**src/rtl/instruction_fetch_queue.sv**
```systemverilog
// Fetch stage: self-sequencing PC, req/gnt/rvalid instruction memory port and an
// in-order queue of PC-tagged instructions feeding the IF/ID latch.
module instruction_fetch_queue #(
  parameter int ADDR_WIDTH = 16,
  parameter int INSTR_WIDTH = 32,
  parameter int DEPTH = 4,
  parameter logic [ADDR_WIDTH-1:0] RESET_PC = {ADDR_WIDTH{1'b0}},
  parameter int PC_STEP = 1
) (
  input  logic                   clk,
  input  logic                   rst_n,
  input  logic                   redirect_valid,
  input  logic [ADDR_WIDTH-1:0]  redirect_pc,
  output logic                   mem_req,
  output logic [ADDR_WIDTH-1:0]  mem_addr,
  input  logic                   mem_gnt,
  input  logic                   mem_rvalid,
  input  logic [INSTR_WIDTH-1:0] mem_rdata,
  output logic                   id_valid,
  output logic [INSTR_WIDTH-1:0] id_instr,
  output logic [ADDR_WIDTH-1:0]  id_pc,
  input  logic                   id_ready
);

  localparam int PTR_W = $clog2(DEPTH);
  localparam int CNT_W = PTR_W + 1;
  // Headroom for stale responses accumulated over repeated redirects against a slow memory.
  localparam int DROP_W = PTR_W + 6;
  localparam logic [CNT_W-1:0] DEPTH_C = CNT_W'(DEPTH);
  localparam logic [ADDR_WIDTH-1:0] STEP_C = ADDR_WIDTH'(PC_STEP);
  localparam logic [DROP_W-1:0] DROP_ZERO = {DROP_W{1'b0}};
  localparam logic [CNT_W-1:0] CNT_ZERO = {CNT_W{1'b0}};
  localparam logic [PTR_W-1:0] PTR_ONE = PTR_W'(1);

  logic [ADDR_WIDTH-1:0]  fetch_pc_q, fetch_pc_d;
  logic [ADDR_WIDTH-1:0]  slot_pc_q [DEPTH];
  logic [ADDR_WIDTH-1:0]  slot_pc_d [DEPTH];
  logic [INSTR_WIDTH-1:0] slot_instr_q [DEPTH];
  logic [INSTR_WIDTH-1:0] slot_instr_d [DEPTH];
  logic [DEPTH-1:0]       filled_q, filled_d;
  logic [PTR_W-1:0]       alloc_ptr_q, alloc_ptr_d;
  logic [PTR_W-1:0]       fill_ptr_q, fill_ptr_d;
  logic [PTR_W-1:0]       head_ptr_q, head_ptr_d;
  logic [CNT_W-1:0]       count_q, count_d;
  logic [CNT_W-1:0]       unfilled_q, unfilled_d;
  logic [DROP_W-1:0]      drop_cnt_q, drop_cnt_d;
  logic [DROP_W-1:0]      drop_total_s;
  logic                   grant_s, fill_s, pop_s, drop_s;

  assign mem_req  = rst_n & ~redirect_valid & (count_q < DEPTH_C);
  assign mem_addr = fetch_pc_q;
  assign id_valid = filled_q[head_ptr_q] & ~redirect_valid;
  assign id_instr = slot_instr_q[head_ptr_q];
  assign id_pc    = slot_pc_q[head_ptr_q];

  assign grant_s = mem_req & mem_gnt;
  assign pop_s   = id_valid & id_ready;
  assign drop_s  = mem_rvalid & (drop_cnt_q != DROP_ZERO);
  // A response with nothing owed and nothing unfilled is a protocol error and is ignored.
  assign fill_s  = mem_rvalid & (drop_cnt_q == DROP_ZERO) & (unfilled_q != CNT_ZERO) & ~redirect_valid;

  // Next-state for PC, slot storage, pointers, occupancy and stale-response accounting.
  always_comb begin
    fetch_pc_d   = fetch_pc_q;
    slot_pc_d    = slot_pc_q;
    slot_instr_d = slot_instr_q;
    filled_d     = filled_q;
    alloc_ptr_d  = alloc_ptr_q;
    fill_ptr_d   = fill_ptr_q;
    head_ptr_d   = head_ptr_q;
    count_d      = count_q;
    unfilled_d   = unfilled_q;
    drop_cnt_d   = drop_cnt_q;
    drop_total_s = drop_cnt_q + DROP_W'(unfilled_q);
    if (redirect_valid) begin
      fetch_pc_d  = redirect_pc;
      filled_d    = {DEPTH{1'b0}};
      alloc_ptr_d = {PTR_W{1'b0}};
      fill_ptr_d  = {PTR_W{1'b0}};
      head_ptr_d  = {PTR_W{1'b0}};
      count_d     = CNT_ZERO;
      unfilled_d  = CNT_ZERO;
      if (mem_rvalid && (drop_total_s != DROP_ZERO)) begin
        drop_cnt_d = drop_total_s - DROP_W'(1);
      end else begin
        drop_cnt_d = drop_total_s;
      end
    end else begin
      if (grant_s) begin
        slot_pc_d[alloc_ptr_q] = fetch_pc_q;
        filled_d[alloc_ptr_q]  = 1'b0;
        alloc_ptr_d            = alloc_ptr_q + PTR_ONE;
        fetch_pc_d             = fetch_pc_q + STEP_C;
      end else begin
        fetch_pc_d = fetch_pc_q;
      end
      if (fill_s) begin
        slot_instr_d[fill_ptr_q] = mem_rdata;
        filled_d[fill_ptr_q]     = 1'b1;
        fill_ptr_d               = fill_ptr_q + PTR_ONE;
      end else begin
        fill_ptr_d = fill_ptr_q;
      end
      if (pop_s) begin
        filled_d[head_ptr_q] = 1'b0;
        head_ptr_d           = head_ptr_q + PTR_ONE;
      end else begin
        head_ptr_d = head_ptr_q;
      end
      if (drop_s) begin
        drop_cnt_d = drop_cnt_q - DROP_W'(1);
      end else begin
        drop_cnt_d = drop_cnt_q;
      end
      count_d    = count_q + CNT_W'(grant_s) - CNT_W'(pop_s);
      unfilled_d = unfilled_q + CNT_W'(grant_s) - CNT_W'(fill_s);
    end
  end

  // State registers with asynchronous clear.
  always_ff @(posedge clk or negedge rst_n) begin
    if (!rst_n) begin
      fetch_pc_q   <= RESET_PC;
      slot_pc_q    <= '{default: {ADDR_WIDTH{1'b0}}};
      slot_instr_q <= '{default: {INSTR_WIDTH{1'b0}}};
      filled_q     <= {DEPTH{1'b0}};
      alloc_ptr_q  <= {PTR_W{1'b0}};
      fill_ptr_q   <= {PTR_W{1'b0}};
      head_ptr_q   <= {PTR_W{1'b0}};
      count_q      <= CNT_ZERO;
      unfilled_q   <= CNT_ZERO;
      drop_cnt_q   <= DROP_ZERO;
    end else begin
      fetch_pc_q   <= fetch_pc_d;
      slot_pc_q    <= slot_pc_d;
      slot_instr_q <= slot_instr_d;
      filled_q     <= filled_d;
      alloc_ptr_q  <= alloc_ptr_d;
      fill_ptr_q   <= fill_ptr_d;
      head_ptr_q   <= head_ptr_d;
      count_q      <= count_d;
      unfilled_q   <= unfilled_d;
      drop_cnt_q   <= drop_cnt_d;
    end
  end

endmodule

```
**config.mk**
```make
export PLATFORM = sky130hd
export DESIGN_NAME = instruction_fetch_queue
export DESIGN_NICKNAME = d
export VERILOG_FILES = /design/src/rtl/instruction_fetch_queue.sv
export SDC_FILE = /design/constraint.sdc
export NUM_CORES = 1
export LEC_CHECK = 0
export CAP_MARGIN = 40
export CORE_ASPECT_RATIO = 1.5
export CORE_MARGIN = 3
export CORE_UTILIZATION = 55
export DETAILED_ROUTE_END_ITERATION = 6
export DONT_BUFFER_PORTS = 1
export GPL_ROUTABILITY_DRIVEN = 0
export PLACE_DENSITY = 0.7
export SLEW_MARGIN = 10
export SYNTH_ARGS = -nofsm -noshare
export SYNTH_HDL_FRONTEND = slang
export SYNTH_SLANG_ARGS = --single-unit
```
**constraint.sdc**
```tcl
create_clock -name clk -period 4.6 [get_ports clk]
set_clock_uncertainty 0.15 [all_clocks]
set_input_delay 0.46 -clock clk [delete_from_list [all_inputs] [get_ports clk]]
set_output_delay 0.46 -clock clk [all_outputs]
set_load 0.03 [all_outputs]
```
==> results.md, run 1 <==
* PD cells at ~390 nW/um^2
* Crit end category: register
* Buffers on Ports at 0
* Avg WL per Cell at about 23 um
* Setup Viol. Count Final at 0
* Synthesis-to-layout area growth at 12.8%
* Worst VDD drop at a little under 0.3 mV
* Synth Instances at roughly 800
* Status: finished, violations left
* Die Wd at 125 um
* Initial Util at 56.5%
* Lkg Pwr at approximately 6.4 nW
* Clock share of power at slightly below 40%
* Vias in the first global route at 7742
* Synth Register Bits at about 230
* Remaining DRCs at 0
* Row cnt at between 60 and 70
* Syn nets at slightly below 900
* Critical path data arrival time at just under 4 ns
* Post-synth design cell area at around 12000 um^2
* FILL cells at around 1400
* Finished Layout Cells at approximately 1100
* EDFF count, synth at 0
* Hold-fix buffers at CTS at 50
* Worst-path fanout max at 5
* WHS at -0.489 ns
* Fraction of layout cells with a size suffix above 1 at a little over a third
* R2r startpoint: drop_cnt_q[1]
* Final ANT Viol Nets at 0
* Reg power frac at about 48%
* DR vias/cell at 6.27
* Initial DRC Count at 420
* Clock tree sinks at 232
* Clk slew on worst S/H paths at around 0.070 ns
* Failing checks: hold timing
* Tightest Pin Transition at between 0.8 and 0.9 ns
* Gr usage total at ~23%
* Core ar. at 20600 um^2
* Final Hold Vio Count at between 200 and 250
* R2R Setup Slk at slightly above 0.9 ns
* Largest net degree at the start of global routing at roughly 230
* Cts bufs inserted at 23
* Ant. Diodes at 0
* Postcts setup bufs at 0
* Max clock buf depth at 3
* Min-delay worst type: in -> async
* Slew Viols, Final at 0
* Detailed-route via count at slightly below 7000
* Root Buffer: clkbuf_16
* Synthesis Warnings at 0
* Period minus WS final at between 3 and 4 ns
* Synth Area in Compound Gates at under 10%
* R2R depth at 14
* Max frequency at approximately 270 MHz
* Tcrit/Tclk final at 79.8%
* Grt total ovfl at 0
* TritonCTS clock tree: done
* Initial antenna violation count at 0
* RSZ-0062 raised after global routing: false
* Hpwl dp at between 15000 and 20000 um
* Yosys cell types at 54
* CP Launch Type: register
* Simple-gate area share of the yosys netlist at between 5 and 6%
* Worst path required time at 4.83 ns
* Worst r2r dst: unfilled_q[2]
* IO Pins at 120
* First drt pass iteration count at 5
* Die span in y at about 180 um
* Max-cap viol count at 0
* Dpl cells at between 1000 and 1500
* Switching pwr at ~0.0014 W
* Register area share after synthesis at 49.9%
* Switching Share at between 20% and 30%
* Quantity of gates resized following cts at 0
* TNS Setup at 0 ns
* Slew HR at between 40 and 50%
* Asr flop ratio synth at 100%
* Mean post-synth cell area at ~15 um^2
* Nets at 909
* Xor and xnor fraction of the mapped netlist area at less than 1%
* First-pass GRT wire length at 43200 um
* Largest family of logic cells by synthesized area: multiplexers
* Internal power at 0.00370 W
* Full die area at 23000 um^2
* Comb power frac at between 10% and 20%
* H-tree levels at 1
* Commonest register cell after synthesis: dfrtp_1
* Mux contribution to synthesized area at about a third
* Area share of fa/ha/maj cells after synthesis at 3.10%
* Setup CP Type: reg -> reg
* Clk_lat worst skew at ~0.50 ns
* Post-Route WL at between 20000 and 30000 um
final cells by class:
cell class | instances | area, um^2 | share of cell area, %
tap | 264 | 330 | 2.52
timing repair buffer | 59 | 653 | 4.98
multi-input combinational | 488 | 5430 | 41.4
clock buffer | 34 | 677 | 5.16
clock inverter | 8 | 125 | 0.954
sequential | 232 | 5810 | 44.3
inverter | 24 | 90.1 | 0.687
worst max-delay path: stages, from the launching register on:
cell and delay (ns):
dfrtp_1 0.41, inv_1 0.14, ha_1 0.22, or4b_4 0.48
nor3_4 0.19, o311a_2 0.26, and2_1 0.41, ha_1 0.31
inv_1 0.05, ha_1 0.13, inv_1 0.04, fa_1 0.37
xnor2_1 0.19, xnor2_1 0.15, nor2_1 0.06
state kept, by name (all words and copies together) (netlist names):
register	count
slot_pc_q	64
alloc_ptr_q	2
mem_addr	16
unfilled_q	3
filled_q	4
count_q	3
fill_ptr_q	2
slot_instr_q	128
head_ptr_q	2
drop_cnt_q	8
worst max-delay path by stage:
stage                               from  depth (start not counted)  slack [ns]            end
after floorplan           redirect_valid                         14        0.99  unfilled_q[2]
after global placement     drop_cnt_q[1]                         14        1.10  unfilled_q[2]
after detailed placement   drop_cnt_q[1]                         14        0.91  unfilled_q[2]
after CTS                  drop_cnt_q[1]                         14        0.90  unfilled_q[2]
after global routing       drop_cnt_q[1]                         14        0.68  unfilled_q[2]
final                      drop_cnt_q[1]                         14        0.93  unfilled_q[2]
power by group through the flow:
stage | clock, W | sequential [W] | combinational, W
floorplan | 0 | 0.00235 | 0.000561
global placement | 0 | 0.00241 | 0.000591
detailed placement | 0 | 0.00244 | 0.000623
CTS | 0.00201 | 0.00240 | 0.000682
global route | 0.00210 | 0.00243 | 0.000745
finish | 0.00197 | 0.00241 | 0.000686
per-stage QoR:
stage               area (um^2)  total power, W  hold slack [ns]  setup slack, ns  util [%]
finish                    13100         0.00506           -0.489            0.930      63.8
global route              13100         0.00527           -0.520            0.680      63.8
CTS                       13100         0.00509           -0.514            0.905      63.8
detailed placement        11800         0.00306           0.0220            0.906      57.4
global placement          11700         0.00301           0.0204             1.10      56.8
floorplan                 11600         0.00291           0.0144            0.993         -
cells in the mapped netlist (4+ instances only):
| cell type | number | area, um^2 |
|---|---|---|
| nor3_1 | 5 | 25.0 |
| ha_1 | 24 | 300 |
| xnor2_1 | 9 | 78.8 |
| a22oi_1 | 5 | 37.5 |
| o311ai_0 | 5 | 43.8 |
| inv_1 | 24 | 90.1 |
| mux2i_1 | 4 | 40.0 |
| clkbuf_1 | 30 | 113 |
| buf_6 | 13 | 146 |
| a21oi_1 | 15 | 75.1 |
| nor2b_1 | 4 | 25.0 |
| mux2_4 | 116 | 1740 |
| a222oi_1 | 4 | 40.0 |
| a31oi_1 | 6 | 37.5 |
| and2_1 | 5 | 31.3 |
| buf_1 | 7 | 26.3 |
| nand4_1 | 4 | 25.0 |
| nor3b_1 | 4 | 30.0 |
| o21ai_0 | 20 | 100 |
| nand2_4 | 4 | 45.0 |
| nor2_1 | 35 | 131 |
| mux2_2 | 78 | 878 |
| dfrtp_1 | 232 | 5810 |
| mux4_2 | 49 | 1100 |
| a221o_1 | 6 | 60.1 |
| nand3_1 | 13 | 65.1 |
| nand2_1 | 22 | 82.6 |
| a211oi_1 | 4 | 30.0 |
| and3_1 | 12 | 75.1 |
per-layer routing:
layer / vias to the layer above / global-route usage (%) / wire length (um)
li1: 2994 / - / -
met1: 3658 / 28.7 / 10200
met2: 245 / 41.9 / 13800
met3: 56 / 4.41 / 1490
met4: 0 / 5.22 / 463
met5: - / 0 / 0
placed cells by master, fill, tap and decap left out, types with 5 or more instances in the layout:
cell           instances
a21oi_1               15
a221o_1                6
a22oi_1                5
a31oi_1                6
and2_1                 5
and3_1                12
clkbuf_1               5
clkbuf_16             23
clkbuf_8               6
dfrtp_1              230
dlygate4sd3_1         49
ha_1                  24
inv_1                 24
mux2_2                78
mux2_4               116
mux4_2                49
nand2_1               22
nand3_1               13
nor2_1                35
nor3_1                 5
o21ai_0               20
o311ai_0               5
xnor2_1                9
cells by family after synthesis:
| kind of cell | count (synthesis) |
|---|---|
| DFF | 232 |
| muxes | 247 |
| xor gates and xnor gates | 11 |
| adders and majority gates | 27 |
| buffers and inverters | 77 |
| and+or+nand+nor | 114 |
| AOI/OAI and AO/OA | 89 |
Power figures use the tool's default switching activity.
==> run 2: changes to the inputs <==
--- a/config.mk
+++ b/config.mk
@@ -12,7 +12,7 @@
 export DETAILED_ROUTE_END_ITERATION = 6
 export DONT_BUFFER_PORTS = 1
 export GPL_ROUTABILITY_DRIVEN = 0
-export PLACE_DENSITY = 0.7
+export PLACE_DENSITY = 0.73
 export SLEW_MARGIN = 10
 export SYNTH_ARGS = -nofsm -noshare
 export SYNTH_HDL_FRONTEND = slang
==> constraint.sdc (replaced) <==
create_clock -name clk -period 3.2 [get_ports clk]
set_clock_uncertainty 0.15 [all_clocks]
set_input_delay 0.32 -clock clk [delete_from_list [all_inputs] [get_ports clk]]
set_output_delay 0.32 -clock clk [all_outputs]
set_load 0.03 [all_outputs]
==> results.md, run 2 (synthesis results as in run 1) <==
* Gr busiest metal: met2 (unchanged)
* FF+latch area at 5810 um^2 (unchanged)
* Root Buffer: clkbuf_16 (unchanged)
* Worst VDD drop at 0.491 mV (was 0.295 mV)
* Vias in the first global route at 7762 (was 7742)
* FILL cells at 1421 (was 1440)
* Max reg flops at 128 (unchanged)
* Total power at 0.00740 W (was 0.00506 W)
* Die Wd at 125 um (unchanged)
* WHS at -0.650 ns (was -0.489 ns)
* Min-delay worst type: in -> async (unchanged)
* DR vias/cell at 6.25 (was 6.27)
* Period minus WS final at 3.08 ns (was 3.67 ns)
* Lkg Pwr at 6.52 nW (was 6.41 nW)
* Crit end category: register (unchanged)
* Tcrit/Tclk final at 96.2% (was 79.8%)
* PD cells at 553 nW/um^2 (was 386 nW/um^2)
* RSZ-0062 raised after global routing: true (was false)
* Met2 Use GR at 41.9% (about the same)
* First-pass GRT wire length at 42500 um (was 43200 um)
* Core ar. at 20600 um^2 (unchanged)
* Commonest non-fill, non-tap cell in the layout: dfrtp_1 (unchanged)
* Gr usage total at 22.8% (was 23.0%)
* TNS Setup at 0 ns (unchanged)
* Grt total ovfl at 0 (unchanged)
* Finished Layout Cells at 1130 (was 1109)
* Tightest Pin Transition at 0.836 ns (was 0.813 ns)
* Detailed-route via count at 7062 (was 6953)
* Die span in y at 184 um (unchanged)
* Status: finished, violations left (unchanged)
* Initial antenna violation count at 1 (was 0)
* Row cnt at 64 (unchanged)
* Worst path required time at 3.44 ns (was 4.83 ns)
* Largest net degree at the start of global routing at 234 (unchanged)
* Buffers on Ports at 0 (unchanged)
* Max-cap viol count at 0 (unchanged)
* Slew Viols, Final at 0 (unchanged)
* Synthesis-to-layout area growth at 15.1% (was 12.8%)
* Cts bufs inserted at 24 (was 23)
* First drt pass iteration count at 6 (was 5)
* Clock tree sinks at 232 (unchanged)
* CP Launch Type: register (unchanged)
* Post-Route WL at 25900 um (about the same)
* Setup Viol. Count Final at 0 (unchanged)
* Dpl cells at 1030 (was 1017)
* Area of the multi-input gates at 5500 um^2 (was 5430 um^2)
* Avg WL per Cell at 23.0 um (was 23.4 um)
* IO Pins at 120 (unchanged)
* Final Hold Vio Count at 232 (unchanged)
* Remaining DRCs at 0 (unchanged)
* Initial Util at 56.5% (unchanged)
* Fraction of layout cells with a size suffix above 1 at 38.5% (was 35.7%)
* Hold-fix buffers at CTS at 53 (was 50)
* Clk slew on worst S/H paths at 0.06 ns (was 0.07 ns)
* Initial DRC Count at 501 (was 420)
* Worst-path fanout max at 4 (was 5)
* Nets at 929 (was 909)
* TritonCTS clock tree: done (unchanged)
* Core Util, Final at 65.0% (was 63.8%)
* Failing checks: hold timing (unchanged)
* Most frequent cells in the layout: 230 x dfrtp_1, 116 x mux2_4, 78 x mux2_2 (unchanged)
* Full die area at 23000 um^2 (unchanged)
* Max clock buf depth at 3 (unchanged)
* Met1 Use GR at 26.8% (was 28.7%)
* Final ANT Viol Nets at 0 (unchanged)
* Setup CP Type: reg -> reg (unchanged)
* Slew HR at 44.3% (was 45.8%)
* Max frequency at 325 MHz (was 273 MHz)
* Critical path data arrival time at 3.32 ns (was 3.90 ns)
* Met3 GRT Util at 4.12% (was 4.41%)
* Clk_lat worst skew at 0.52 ns (was 0.50 ns)
* Top reg by flops: slot_instr_q (unchanged)
* Hpwl dp at 16600 um (was 16300 um)
* H-tree levels at 1 (unchanged)
==> run 2: cell count changes in the layout (fill, tap and decap cells not counted), moves of 3 or more <==
cell | before | now
ha_1 | 24 | 21
dlygate4sd3_1 | 49 | 52
inv_1 | 24 | 20
buf_12 | 1 | 4
ha_4 | 0 | 3
buf_4 | 4 | 17
inv_2 | 0 | 4
==> run 2: power by group <==
group	internal (W)	switching, W	total (W)
sequential	0.00317	0.000273	0.00344
combinational	0.000473	0.000582	0.00106
clock	0.00174	0.00116	0.00290
==> run 2: per-stage QoR <==
step | cell area (um^2) | hold WS [ns] | setup slack [ns]
6_report | 13400 | -0.650 | 0.121
5_1_grt | 13400 | -0.675 | -0.0316
4_1_cts | 13400 | -0.664 | 0.0305
3_5_place_dp | 12000 | -0.118 | 0.0667
3_3_place_gp | 11900 | -0.119 | 0.141
2_1_floorplan | 11700 | -0.126 | 0.00617
==> run 2: path summary, 6_finish.rpt <==
kind | from | endpoint | slack (ns) | depth (start not counted)
min reg2reg | slot_instr_q[63] | slot_instr_q[63] | 0.35 | 1
min in group clk | redirect_valid | drop_cnt_q[5] | 0.02 | 4
min | rst_n | slot_instr_q[8] | -0.65 | 0
max reg2reg | drop_cnt_q[1] | unfilled_q[2] | 0.12 | 14
max | drop_cnt_q[1] | unfilled_q[2] | 0.12 | 14
max in group asynchronous | rst_n | head_ptr_q[0] | 3.15 | 0
==> run 2: metal layers <==
metal / share of wire, % / routed length, um / up-vias
met2: 53 / 13900 / 270
met1: 37 / 9720 / 3670
met3: 5.6 / 1450 / 81
met5: 0 / 0 / -
li1: - / - / 3041
met4: 3.5 / 912 / 0
==> run 2: layout make-up <==
class / count / area share, %
sequential: 232 / 43.4
multi-input combinational: 488 / 41.1
timing repair buffer: 78 / 6.10
clock buffer: 32 / 5.09
tap: 264 / 2.47
clock inverter: 11 / 1.12
inverter: 24 / 0.673
antenna: 1 / 0.0187
==> run 2: what timing repair did <==
action	4_1_cts	5_1_grt
hold endpoints to repair	395	232
buffers inserted	0	3
gates resized for setup	0	1
endpoints found under the setup margin	0	2
==> run 2: worst max-delay path: stages, from the launching register on <==
cell and delay [ns]:
dfrtp_1 0.42, inv_2 0.12, ha_4 0.15, or4b_4 0.47
nor3_4 0.15, o311a_4 0.24, and2_4 0.15, ha_4 0.19
inv_2 0.06, ha_4 0.11, inv_2 0.03, fa_2 0.36
xnor2_2 0.17, xnor2_1 0.13, nor2_1 0.05
